--- config.mk ---
export PLATFORM = sky130hd
export DESIGN_NAME = instr_fetch_ctrl
export DESIGN_NICKNAME = d
export VERILOG_FILES = /design/src/rtl/fetch_pkg.sv /design/src/rtl/fetch_skid_buf.sv /design/src/rtl/instr_fetch_ctrl.sv
export SDC_FILE = /design/constraint.sdc
export NUM_CORES = 1
export LEC_CHECK = 0
export ABC_AREA = 1
export BUFFER_PORTS_ARGS = -buffer_cell sky130_fd_sc_hd__buf_2
export CELL_PAD_IN_SITES_DETAIL_PLACEMENT = 0
export CELL_PAD_IN_SITES_GLOBAL_PLACEMENT = 1
export CORE_MARGIN = 10
export CORE_UTILIZATION = 41
export CTS_BUF_LIST = sky130_fd_sc_hd__clkbuf_4 sky130_fd_sc_hd__clkbuf_8
export DETAILED_ROUTE_END_ITERATION = 16
export PLACE_DENSITY = 0.84
export SYNTH_ARGS = -nofsm -noshare
export SYNTH_HDL_FRONTEND = slang
export SYNTH_SLANG_ARGS = --single-unit
--- constraint.sdc ---
create_clock -name clk -period 1.8 [get_ports clk]
set_input_delay 0.27 -clock clk [delete_from_list [all_inputs] [get_ports clk]]
set_output_delay 0.27 -clock clk [all_outputs]
set_load 0.01 [all_outputs]
--- src/rtl/fetch_pkg.sv ---
// Shared types and constants for the instruction fetch controller.
package fetch_pkg;

  typedef enum logic [1:0] {
    IDLE = 2'd0,
    RUN  = 2'd1,
    HALT = 2'd2
  } fetch_state_e;

  localparam int unsigned BUF_DEPTH = 2;
  localparam int unsigned OCC_W     = 2;
  localparam logic [31:0] HALT_WORD = 32'hFFFF_FFFF;

endpackage

--- src/rtl/fetch_skid_buf.sv ---
// Two-entry {data,pc} FIFO between the ROM return and the decoder.
// The head entry is held in flops so the outputs never see rom_data combinationally.
module fetch_skid_buf
  import fetch_pkg::*;
#(
  parameter int unsigned DW = 32,
  parameter int unsigned AW = 5
) (
  input  logic             clk,
  input  logic             rst_n,
  input  logic             push_i,
  input  logic [DW-1:0]    data_i,
  input  logic [AW-1:0]    pc_i,
  input  logic             pop_i,
  input  logic             flush_i,
  output logic             valid_o,
  output logic [DW-1:0]    data_o,
  output logic [AW-1:0]    pc_o,
  output logic [OCC_W-1:0] occ_o
);

  logic [OCC_W-1:0] occ_q, occ_d;
  logic [DW-1:0]    head_data_q, head_data_d, tail_data_q, tail_data_d;
  logic [AW-1:0]    head_pc_q, head_pc_d, tail_pc_q, tail_pc_d;
  logic             do_pop;

  always_comb begin
    occ_d       = occ_q;
    head_data_d = head_data_q;
    head_pc_d   = head_pc_q;
    tail_data_d = tail_data_q;
    tail_pc_d   = tail_pc_q;
    do_pop      = pop_i && (occ_q != OCC_W'(0));
    if (flush_i) begin
      occ_d = OCC_W'(0);
    end else begin
      case (occ_q)
        OCC_W'(0): begin
          if (push_i) begin
            head_data_d = data_i;
            head_pc_d   = pc_i;
            occ_d       = OCC_W'(1);
          end
        end
        OCC_W'(1): begin
          if (push_i && do_pop) begin
            head_data_d = data_i;
            head_pc_d   = pc_i;
          end else if (push_i) begin
            tail_data_d = data_i;
            tail_pc_d   = pc_i;
            occ_d       = OCC_W'(2);
          end else if (do_pop) begin
            occ_d = OCC_W'(0);
          end
        end
        default: begin
          // Full: a pop promotes the tail, and a simultaneous push refills it.
          if (do_pop) begin
            head_data_d = tail_data_q;
            head_pc_d   = tail_pc_q;
            occ_d       = OCC_W'(1);
            if (push_i) begin
              tail_data_d = data_i;
              tail_pc_d   = pc_i;
              occ_d       = OCC_W'(2);
            end
          end
        end
      endcase
    end
  end

  always_ff @(posedge clk) begin
    if (!rst_n) begin
      occ_q       <= OCC_W'(0);
      head_data_q <= '0;
      head_pc_q   <= '0;
      tail_data_q <= '0;
      tail_pc_q   <= '0;
    end else begin
      occ_q       <= occ_d;
      head_data_q <= head_data_d;
      head_pc_q   <= head_pc_d;
      tail_data_q <= tail_data_d;
      tail_pc_q   <= tail_pc_d;
    end
  end

  assign valid_o = (occ_q != OCC_W'(0));
  assign data_o  = head_data_q;
  assign pc_o    = head_pc_q;
  assign occ_o   = occ_q;

endmodule

--- src/rtl/instr_fetch_ctrl.sv ---
// Instruction fetch controller: PC, ROM address issue, return tracking and decoder handshake.
// Optional macro FETCH_HALT_EN: an all-ones word halts fetch until a valid redirect.
module instr_fetch_ctrl
  import fetch_pkg::*;
#(
  parameter int unsigned data_length = 32,
  parameter int unsigned mem_length  = 32,
  parameter int unsigned RESET_PC    = 0,
  localparam int unsigned AW = (mem_length > 1) ? $clog2(mem_length) : 1
) (
  input  logic                   clk,
  input  logic                   rst_n,
  input  logic                   fetch_en,
  output logic [AW-1:0]          rom_address,
  input  logic [data_length-1:0] rom_data,
  output logic                   instr_valid,
  input  logic                   instr_ready,
  output logic [data_length-1:0] instr_data,
  output logic [AW-1:0]          instr_pc,
  input  logic                   redirect_valid,
  input  logic [AW-1:0]          redirect_addr,
  output logic                   addr_err,
  output logic                   halted
);

  localparam int unsigned   AW1     = AW + 1;
  localparam logic [AW-1:0] LAST_PC = AW'(mem_length - 1);

  fetch_state_e     state_q;
  logic [AW-1:0]    pc_q, pc_d, rom_address_q, rom_address_d;
  logic             inflight_q, inflight_d;
  logic             inflight_epoch_q, inflight_epoch_d;
  logic             epoch_q, epoch_d;
  logic             addr_err_q, addr_err_d;
  logic [AW:0]      redir_diff_c;
  logic             redir_ok_c, redir_bad_c, accept_c, ret_live_c, push_c, halt_ret_c, issue_c;
  logic [OCC_W-1:0] occ_c, slots_c;

  always_comb begin
    // Sign of (addr - mem_length) gives the range check without a wide compare.
    redir_diff_c = {1'b0, redirect_addr} - AW1'(mem_length);
    redir_ok_c   = redirect_valid && redir_diff_c[AW];
    redir_bad_c  = redirect_valid && !redir_diff_c[AW];
    accept_c     = instr_valid && instr_ready;
    ret_live_c   = inflight_q && (inflight_epoch_q == epoch_q) && (state_q != HALT);
    push_c       = ret_live_c && !redir_ok_c;
`ifdef FETCH_HALT_EN
    halt_ret_c   = push_c && (rom_data == data_length'(HALT_WORD));
`else
    halt_ret_c   = 1'b0;
`endif
    // A word issued now lands next edge; an accept this cycle frees its slot in time.
    slots_c = occ_c - OCC_W'(accept_c) + OCC_W'(inflight_q);
    issue_c = (state_q == RUN) && fetch_en && !redir_ok_c && !halt_ret_c &&
              (slots_c < OCC_W'(BUF_DEPTH));

    pc_d             = pc_q;
    rom_address_d    = rom_address_q;
    inflight_d       = issue_c;
    inflight_epoch_d = epoch_q;
    epoch_d          = epoch_q ^ redir_ok_c;
    addr_err_d       = redir_bad_c;
    if (redir_ok_c) begin
      pc_d = redirect_addr;
    end else if (issue_c) begin
      rom_address_d = pc_q;
      pc_d          = (pc_q == LAST_PC) ? '0 : pc_q + AW'(1);
    end
  end

  always_ff @(posedge clk) begin
    if (!rst_n) begin
      pc_q             <= AW'(RESET_PC);
      rom_address_q    <= '0;
      inflight_q       <= 1'b0;
      inflight_epoch_q <= 1'b0;
      epoch_q          <= 1'b0;
      addr_err_q       <= 1'b0;
    end else begin
      pc_q             <= pc_d;
      rom_address_q    <= rom_address_d;
      inflight_q       <= inflight_d;
      inflight_epoch_q <= inflight_epoch_d;
      epoch_q          <= epoch_d;
      addr_err_q       <= addr_err_d;
    end
  end

  // Run/stop state; HALT is only reachable when halt detection is built in.
  always_ff @(posedge clk) begin
    if (!rst_n) begin
      state_q <= IDLE;
    end else begin
      case (state_q)
        IDLE: begin
          if (halt_ret_c)    state_q <= HALT;
          else if (fetch_en) state_q <= RUN;
        end
        RUN: begin
          if (halt_ret_c)     state_q <= HALT;
          else if (!fetch_en) state_q <= IDLE;
        end
        HALT: begin
          if (redir_ok_c) state_q <= fetch_en ? RUN : IDLE;
        end
        default: state_q <= IDLE;
      endcase
    end
  end

  fetch_skid_buf #(
    .DW(data_length),
    .AW(AW)
  ) u_buf (
    .clk     (clk),
    .rst_n   (rst_n),
    .push_i  (push_c),
    .data_i  (rom_data),
    .pc_i    (rom_address_q),
    .pop_i   (accept_c),
    .flush_i (redir_ok_c),
    .valid_o (instr_valid),
    .data_o  (instr_data),
    .pc_o    (instr_pc),
    .occ_o   (occ_c)
  );

  assign rom_address = rom_address_q;
  assign addr_err    = addr_err_q;
`ifdef FETCH_HALT_EN
  assign halted = (state_q == HALT);
`else
  assign halted = 1'b0;
`endif

endmodule
==> run_results.csv, run 1 <==
group,metric,value,unit
run_status,status,"finished clean",
clock_network,clk_pin_slew_worst_paths,0.09,ns
worst_setup_path,critPathCaptureType,"flip-flop",
worst_setup_path,crit_cells,11,
routing,dr_total_vias,3640,
cells_and_area,multi_input_area,1990,µm²
worst_setup_path,reg2reg_slack,0.20,ns
routing,routedWlPerCell,13.4,µm
logic_synthesis,synth_seq_area_share,0.439,
power,power.share.clock,0.410,
routing,drcViolationCount,0,
global_routing,antenna_found_initial,0,
logic_synthesis,ys_ff_latch,90,
logic_synthesis,postSynthCellCount,547,
worst_setup_path,critical_path_class,"flip-flop to flip-flop",
global_routing,grt.total_usage,0.138,
timing,period_needed,1.60,ns
placed_design,hpwl,6.82,mm
floorplan,die_area,14400,µm²
timing,setup_tns,0,ns
cells_and_area,fin_nets,660,
power,peakVddDrop,0.460,mV
run,maxCapViolCount,0,
timing,slew_violations,0,
cells_and_area,final_common_cell,"nor2_1",
cells_and_area,n_antenna_cell,0,
cells_and_area,area_growth,17.9,%
cells_and_area,utilization,0.495,
clock_network,htreeDepth,3,
min_path,holdPathStages,3,
logic_synthesis,yosys_warnings,0,
floorplan,core,9770,µm²
worst_setup_path,start_kind,"flip-flop",
logic_synthesis,post_synth.cell_area_avg,7.50,µm²
routing,antenna_left,0,
floorplan,io_pins,87,
timing,setup_violations,0,
routing,finalWirelength,10.1,mm
power,swShare,0.233,
floorplan,fp-row-count,36,
cells_and_area,layout_common_cells,"nor2_1, dfxtp_1, buf_2",
worst_setup_path,critPathArrivalTime,1.85,ns
clock_network,clockBufferDepth,2,
floorplan,die_y,120,µm
global_routing,grt-ovfl-total,0,
logic_synthesis,synth_cell_type_count,30,
clock_network,cts_tree,"yes",
global_routing,grt_pass1_wl,16.6,mm
floorplan,start_util,0.420,
cells_and_area,drive_gt1_frac,0.208,
clock_network,cts_repair_resize_count,0,
routing,drtIter0Drc,278,
cells_and_area,fillers,988,
placed_design,place_ws,0.152,ns
power,leakage,2.07,nW
power,p_seq_frac,0.493,
power,p_comb_frac,0.097,
logic_synthesis,synth_area,4100,µm²
power,power_density,867,nW/µm²
power,p_switching,979,µW
logic_synthesis,synth-edff-count,0,
min_path,hold_path.class,"input pin to flip-flop",
cells_and_area,seq_area,1810,µm²
timing,relSlewSlack,0.550,
global_routing,grt_max_degree,75,
worst_setup_path,cp_common_cell,"nor2_1",
worst_setup_path,crit_chain,"nor2_4 -> nor2_1 -> ha_1 -> inv_1 -> nand2_1 -> inv_1 -> nand2_2 -> nand3_4 -> buf_6 -> nor2_1 -> nor2_1",
routing,dr.pass1.iters,4,
logic_synthesis,ys_async_sr_fraction,0,
placed_design,gp_congestion,0.822,
worst_setup_path,crit_family,"simple AND/OR/NAND/NOR gates",
worst_setup_path,cp_max_fo,9,
placed_design,portBuffers,84,
global_routing,grt_pass1_vias,3478,
clock_network,post_cts_buffers,0,
worst_setup_path,worstPathRequired,2.05,ns
worst_setup_path,rr_worst_depth,11,
clock_network,cts_root_buf,"clkbuf_8",
timing,finClkSkew,0.0113,ns
worst_setup_path,slowest_stage,"dfxtp_4",
routing,vias_per_cell,4.84,
cells_and_area,stdcell_area,4840,µm²
worst_setup_path,cpPeakStageDelay,0.38,ns
timing,fin_ws,0.200,ns
timing,finalCritPeriodShare,0.889,
power,p_int,3.22,mW
timing,rsz0062_at_grt,"no",
placed_design,place_area,4560,µm²
clock_network,hold_buffers,0,
worst_setup_path,path_buf_inv,3,
timing,fmax,625,MHz
timing,hold_viol,0,
logic_synthesis,ys.flop_type,"dfxtp_1",
clock_network,clock_latency,0.36,ns
clock_network,cts_made_buffers,9,
clock_network,cts_sinks,90,
timing,max_slew.worst_pin.slew,0.675,ns
floorplan,die_x,120,µm
power groups by stage:
| stage | sequential [mW] | clock [mW] | combinational, mW |
|---|---|---|---|
| final | 2.07 | 1.72 | 0.407 |
| after global routing | 2.08 | 1.85 | 0.463 |
| after CTS | 2.07 | 1.75 | 0.404 |
| after detailed placement | 2.12 | 0 | 0.403 |
| after global placement | 2.12 | 0 | 0.397 |
| after floorplan | 2.12 | 0 | 0.270 |
routing by layer:
metal / up-vias / GRT usage / routed length (µm)
met5: - / 0 / 0
met4: 0 / 0.0596 / 175
met3: 13 / 0.0366 / 502
met2: 68 / 0.230 / 4680
met1: 1645 / 0.164 / 4740
li1: 1914 / - / -
tightest hold or removal path: cells and delay by family:
family,cells,cell delay [ns]
buffers and inverters,1,0.08
AO/OA/AOI/OAI,1,0.06
AND/OR/NAND/NOR,1,0.07
path summary, 6_finish.rpt:
kind | from | endpoint
hold reg to reg | epoch_q | inflight_epoch_q
setup reg to reg | u_buf.occ_o[1] | rom_address[2]
setup / recovery | u_buf.occ_o[1] | rom_address[2]
hold / removal | rom_data[17] | u_buf.tail_data_q[17]
synth_stat cells (2+ instances only):
cell type	count	area (µm²)
clkbuf_1	6	22.5
nand2_1	77	289
nand4_1	3	18.8
ha_1	4	50.1
buf_4	12	90.1
inv_2	3	11.3
inv_1	14	52.6
clkinv_1	2	7.51
o21ai_1	20	100
buf_1	4	15.0
buf_6	6	67.6
buf_2	13	65.1
dfxtp_1	90	1800
nand2_2	2	12.5
nor2_1	130	488
a21oi_1	50	250
mux2i_1	34	340
nand3_1	48	240
o21ai_0	18	90.1
through the flow:
stage	hold slack, ns	cells	power [mW]
floorplan	0.416	548	2.39
detailed placement	0.457	736	2.52
global placement	0.438	736	2.51
global route	0.162	752	4.39
finish	0.158	752	4.20
CTS	0.146	752	4.23
logic make-up (layout without fill, tap and decap cells):
| logic type | after synthesis | in the layout | share of synthesized area |
|---|---|---|---|
| buffers and inverters | 61 | 132 | 0.0823 |
| DFF | 90 | 90 | 0.439 |
| adders and majority gates | 4 | 4 | 0.0122 |
| and+or+nand+nor | 265 | 265 | 0.267 |
| AOI/OAI and AO/OA | 91 | 91 | 0.113 |
| other | 1 | 2 | 0.000914 |
| xor gates and xnor gates | 1 | 1 | 0.00214 |
| muxes | 34 | 34 | 0.0830 |
state kept, by name, indices dropped and copies added (netlist names):
| signal | cells |
|---|---|
| u_buf.data_o | 32 |
| u_buf.tail_data_q | 32 |
| pc_q | 5 |
| rom_address | 5 |
| u_buf.pc_o | 5 |
| u_buf.tail_pc_q | 5 |
| u_buf.occ_o | 2 |
| epoch_q | 1 |
| inflight_epoch_q | 1 |
| inflight_q | 1 |
| state_q | 1 |
cell type report:
cell class,count,share of cell area
timing repair buffer,96,0.111
multi-input combinational,397,0.412
clock buffer,12,0.0328
clock inverter,4,0.0202
inverter,20,0.0160
sequential,90,0.373
tap,133,0.0344
No activity file was read; power rests on OpenSTA's default activity.
==> run 2: changes to the inputs <==
--- a/config.mk
+++ b/config.mk
@@ -9,6 +9,7 @@
 export BUFFER_PORTS_ARGS = -buffer_cell sky130_fd_sc_hd__buf_2
 export CELL_PAD_IN_SITES_DETAIL_PLACEMENT = 0
 export CELL_PAD_IN_SITES_GLOBAL_PLACEMENT = 1
+export CORE_ASPECT_RATIO = 1.1
 export CORE_MARGIN = 10
 export CORE_UTILIZATION = 41
 export CTS_BUF_LIST = sky130_fd_sc_hd__clkbuf_4 sky130_fd_sc_hd__clkbuf_8
==> run 2 against run 1 <==
Effect of this change:
- combinational power is essentially flat
- sequential share of layout area grew 0.72 points
- sequential power is essentially flat
- clock skew shrank 0.0021 ns
- setup slack lost 0.069 ns
- critical path depth is the same
- maximum frequency shrank 4.1%
- hold slack lost 0.0039 ns
- clock power shrank 17%
- critical path type unchanged
- core utilization shrank 1.3 points
- largest cell class unchanged
==> run_results.csv, run 2 (synthesized netlist as in run 1, its figures left out) <==
group,metric,value,unit
power,leakage,2.03,nW
floorplan,core,9840,µm²
placed_design,gp_congestion,0.774,
routing,dr.pass1.iters,4,
placed_design,portBuffers,84,
timing,max_slew.worst_pin.slew,0.670,ns
power,p_switching,1.02,mW
timing,finalCritPeriodShare,0.927,
worst_setup_path,rr_worst_depth,11,
timing,relSlewSlack,0.553,
worst_setup_path,worstPathRequired,2.07,ns
worst_setup_path,reg2reg_slack,0.13,ns
clock_network,clock_latency,0.37,ns
cells_and_area,n_antenna_cell,0,
min_path,holdPathStages,3,
timing,slew_violations,0,
power,p_seq_frac,0.530,
routing,finalWirelength,10.2,mm
timing,finClkSkew,0.00926,ns
clock_network,cts_root_buf,"clkbuf_8",
power,power.total,3.90,mW
placed_design,hpwl,6.67,mm
clock_network,htreeDepth,3,
clock_network,clk_pin_slew_worst_paths,0.09,ns
clock_network,cts_repair_resize_count,0,
power,peakVddDrop,0.543,mV
worst_setup_path,cp_max_fo,7,
cells_and_area,layout_common_cells,"nor2_1, dfxtp_1, buf_2",
clock_network,cts_sinks,90,
global_routing,antenna_found_initial,0,
worst_setup_path,critPathCaptureType,"flip-flop",
timing,period_needed,1.67,ns
timing,fmax,599,MHz
power,p_int,2.88,mW
cells_and_area,drive_gt1_frac,0.202,
clock_network,cts_made_buffers,9,
routing,routedWlPerCell,13.8,µm
clock_network,hold_buffers,0,
worst_setup_path,reg2reg_from,"u_buf.occ_o[1]",
placed_design,numPlacedInstances,721,
cells_and_area,area_growth,15.6,%
worst_setup_path,start_kind,"flip-flop",
floorplan,die_area,14400,µm²
routing,vias_per_cell,4.96,
worst_setup_path,critPathArrivalTime,1.94,ns
cells_and_area,fin_nets,659,
worst_setup_path,crit_end,"rom_address[1]",
cells_and_area,stdcell_count,738,
routing,drcViolationCount,0,
worst_setup_path,timing.rr.end,"rom_address[1]",
power,power_density,823,nW/µm²
power,p_comb_frac,0.104,
run_status,status,"finished clean",
routing,dr_total_vias,3658,
global_routing,grt_pass1_wl,17.1,mm
routing,antenna_left,0,
worst_setup_path,startpoint,"u_buf.occ_o[1]",
timing,setup_violations,0,
floorplan,io_pins,87,
power,swShare,0.262,
clock_network,cts_tree,"yes",
clock_network,clockBufferDepth,2,
min_path,hold_path.class,"input pin to flip-flop",
cells_and_area,final_common_cell,"nor2_1",
floorplan,die_y,125,µm
global_routing,grt_max_degree,75,
floorplan,die_x,115,µm
worst_setup_path,critical_path_class,"flip-flop to flip-flop",
run,maxCapViolCount,0,
floorplan,fp-row-count,38,
global_routing,grt_pass1_vias,3538,
routing,drtIter0Drc,285,
global_routing,grt-ovfl-total,0,
floorplan,start_util,0.417,
clock_network,post_cts_buffers,0,
timing,hold_viol,0,
global_routing,grt.total_usage,0.143,
power,power.share.clock,0.366,
run 2: changes by cell type in the layout (fill, tap and decap cells not counted), sizes merged:
cell and delta:
bufinv -2, clkinv +2, clkbuf -2, clkinvlp +2
buf -1
run 2: how the worst min path moves through the flow:
stage | startpoint | endpoint
finish | rom_data[6] | u_buf.tail_data_q[6]
global route | rom_data[16] | u_buf.tail_data_q[16]
CTS | rom_data[6] | u_buf.tail_data_q[6]
detailed placement | epoch_q | inflight_epoch_q
global placement | epoch_q | inflight_epoch_q
floorplan | rom_data[0] | u_buf.tail_data_q[0]
run 2: layout make-up:
type                    count  area, µm²
fillers                  1031       5100
multi-input cells         397       1980
flip-flops and latches     90       1810
repair buffers             95        529
well taps                 120        150
clock buffers              10        138
inverters                  20       77.6
clock inverters             6       66.3
run 2: metrics by stage:
stage               area, µm²   util  hold slack (ns)  setup TNS (ns)  worst slack (ns)
finish                   4740  0.482            0.154               0             0.131
global route             4740  0.482            0.141         -0.0161          -0.00884
CTS                      4730  0.481            0.142               0             0.128
detailed placement       4530  0.460            0.448               0            0.0812
global placement         4530  0.460            0.442               0             0.151
floorplan                4110      -            0.416               0             0.241
run 2: power groups by stage:
stage	registers (mW)	logic, mW	clock network (mW)
4_1_cts	2.07	0.401	1.47
3_5_place_dp	2.12	0.400	0
3_3_place_gp	2.12	0.396	0
5_1_grt	2.08	0.469	1.54
6_report	2.07	0.405	1.43
2_1_floorplan	2.12	0.270	0
run 2: critical path, cell delays in order (launching register included):
cell     delay (ns)
dfxtp_4        0.39
nor2_4         0.11
nor2_1         0.06
ha_1           0.27
inv_1          0.03
nand2_1        0.06
inv_1          0.04
nand2_1        0.11
nand3_2        0.16
buf_2          0.20
nor2_1         0.09
nor2_1         0.05
run 2: layer usage:
metal,GRT usage,wire [µm]
met1,0.175,4610
met2,0.235,4850
met3,0.0323,549
met4,0.0604,170
met5,0,0
==> run 3: changes to the inputs <==
--- a/config.mk
+++ b/config.mk
@@ -11,10 +11,11 @@
 export CELL_PAD_IN_SITES_GLOBAL_PLACEMENT = 1
 export CORE_ASPECT_RATIO = 1.1
 export CORE_MARGIN = 10
-export CORE_UTILIZATION = 41
+export CORE_UTILIZATION = 44
 export CTS_BUF_LIST = sky130_fd_sc_hd__clkbuf_4 sky130_fd_sc_hd__clkbuf_8
 export DETAILED_ROUTE_END_ITERATION = 16
-export PLACE_DENSITY = 0.84
+export PLACE_DENSITY = 0.89
+export RECOVER_POWER = 100
 export SYNTH_ARGS = -nofsm -noshare
 export SYNTH_HDL_FRONTEND = slang
 export SYNTH_SLANG_ARGS = --single-unit
==> constraint.sdc (replaced) <==
create_clock -name clk -period 2.15 [get_ports clk]
set_input_delay 0.3225 -clock clk [delete_from_list [all_inputs] [get_ports clk]]
set_output_delay 0.3225 -clock clk [all_outputs]
set_load 0.01 [all_outputs]
==> run 3 against run 2 <==
Effect of this change:
- maximum frequency down 11%
- first-iteration DRC count down 25%
- sequential power down 16%
- hold slack better by 0.072 ns
- register-to-register slack better by 0.15 ns
- clock power down 27%
- critical path depth down 1
==> run_results.csv, run 3 (synthesized netlist as in run 1, its figures left out) <==
group,metric,value,unit
run_status,status,"finished clean",
power,power.share.clock,0.337,
floorplan,io_pins,87,
global_routing,grt-ovfl-total,0,
global_routing,grt_use_met1,0.178,
clock_network,clk_pin_slew_worst_paths,0.08,ns
cells_and_area,area_growth,12.2,%
power,power_density,672,nW/µm²
clock_network,cts_repair_resize_count,0,
global_routing,grt_max_degree,75,
global_routing,grt_pass1_vias,3534,
clock_network,cts_sinks,90,
timing,finClkSkew,0.00610,ns
timing,period_needed,1.87,ns
floorplan,die_y,121,µm
floorplan,fp-row-count,36,
global_routing,antenna_found_initial,0,
timing,setup_tns,0,ns
timing,hold_viol,0,
power,leakage,1.82,nW
placed_design,hpwl,6.58,mm
placed_design,gp_congestion,0.821,
global_routing,grt_pass1_wl,16.8,mm
worst_setup_path,worstPathRequired,2.42,ns
worst_setup_path,critPathCaptureType,"flip-flop",
clock_network,cts_tree,"yes",
power,swShare,0.253,
clock_network,cts_made_buffers,9,
floorplan,core,8960,µm²
timing,rsz0062_at_grt,"no",
cells_and_area,n_antenna_cell,0,
global_routing,met3_usage,0.0420,
timing,setup_violations,0,
routing,vias_per_cell,4.95,
routing,drtIter0Drc,213,
run,maxCapViolCount,0,
cells_and_area,drive_gt1_frac,0.121,
power,peakVddDrop,0.424,mV
routing,dr_total_vias,3598,
clock_network,htreeDepth,3,
worst_setup_path,critical_path_class,"flip-flop to flip-flop",
floorplan,die_area,13600,µm²
cells_and_area,layout_common_cells,"nor2_1, dfxtp_1, nand2_1",
global_routing,busiest_layer,"met2",
power,p_comb_frac,0.104,
routing,drcViolationCount,0,
placed_design,portBuffers,84,
power,p_int,2.31,mW
clock_network,hold_buffers,0,
cells_and_area,fin_nets,654,
routing,dr.pass1.iters,6,
timing,relSlewSlack,0.361,
clock_network,clock_latency,0.35,ns
cells_and_area,final_common_cell,"nor2_1",
timing,fmax,535,MHz
clock_network,cts_root_buf,"clkbuf_8",
global_routing,grt.total_usage,0.146,
min_path,hold_path.class,"input pin to flip-flop",
power,p_switching,783,µW
global_routing,grt_util_met2,0.240,
routing,finalWirelength,9.93,mm
power,p_seq_frac,0.559,
timing,slew_violations,0,
timing,finalCritPeriodShare,0.870,
clock_network,clockBufferDepth,2,
worst_setup_path,critPathArrivalTime,2.14,ns
cells_and_area,utilization,0.514,
floorplan,start_util,0.458,
routing,routedWlPerCell,13.7,µm
worst_setup_path,cp_max_fo,15,
routing,antenna_left,0,
clock_network,post_cts_buffers,0,
floorplan,die_x,112,µm
worst_setup_path,start_kind,"flip-flop",
timing,max_slew.worst_pin.slew,0.959,ns
[run 3: cell types whose count changed in the layout (fill, tap and decap cells not counted), sizes merged]
cell / change
clkbuf: +48
clkinvlp: -3
bufinv: -1
clkinv: +1
buf: -50
[run 3: layout make-up]
class	instances	area (µm²)
flip-flops and latches	90	1800
fillers	914	4360
repair buffers	90	434
clock inverters	3	15.0
clock buffers	13	160
well taps	114	143
inverters	20	77.6
multi-input cells	397	1970
[run 3: final timing paths]
kind         slack (ns)            from  depth (start not counted)                    end
max                0.28  u_buf.occ_o[1]                         10                pc_q[2]
min                0.23    rom_data[13]                          3  u_buf.tail_data_q[13]
max reg2reg        0.28  u_buf.occ_o[1]                         10                pc_q[2]
min reg2reg        0.45         epoch_q                          2       inflight_epoch_q
[run 3: metrics by stage]
| step | std cells | cell area, µm² | hold WS (ns) | total power [mW] | worst slack [ns] |
|---|---|---|---|---|---|
| floorplan | 548 | 4110 | 0.432 | 2.00 | 0.591 |
| global placement | 711 | 4490 | 0.439 | 2.09 | 0.285 |
| detailed placement | 711 | 4490 | 0.452 | 2.10 | 0.191 |
| CTS | 727 | 4660 | 0.211 | 3.15 | 0.291 |
| global route | 727 | 4600 | 0.213 | 3.28 | 0.0662 |
| finish | 727 | 4600 | 0.225 | 3.10 | 0.280 |
[run 3: worst max-delay path, cell delays in order (launching register included)]
cell	delay, ns
dfxtp_2	0.37
nor2_4	0.11
nor2_1	0.06
ha_1	0.27
inv_1	0.05
nand2_1	0.06
nand3_1	0.15
nand3_2	0.27
nand2_1	0.24
nand2_1	0.08
a21oi_1	0.13
[run 3: power by group through the flow]
stage	logic [mW]	clock network [mW]	registers [mW]
2_1_floorplan	0.226	0	1.77
3_3_place_gp	0.324	0	1.77
3_5_place_dp	0.332	0	1.77
4_1_cts	0.333	1.09	1.73
5_1_grt	0.376	1.16	1.74
6_report	0.322	1.04	1.73
[run 3: routing by layer]
metal	wire length (µm)	part of all wire
met1	4680	0.47
met2	4630	0.47
met3	473	0.048
met4	148	0.015
met5	0	0
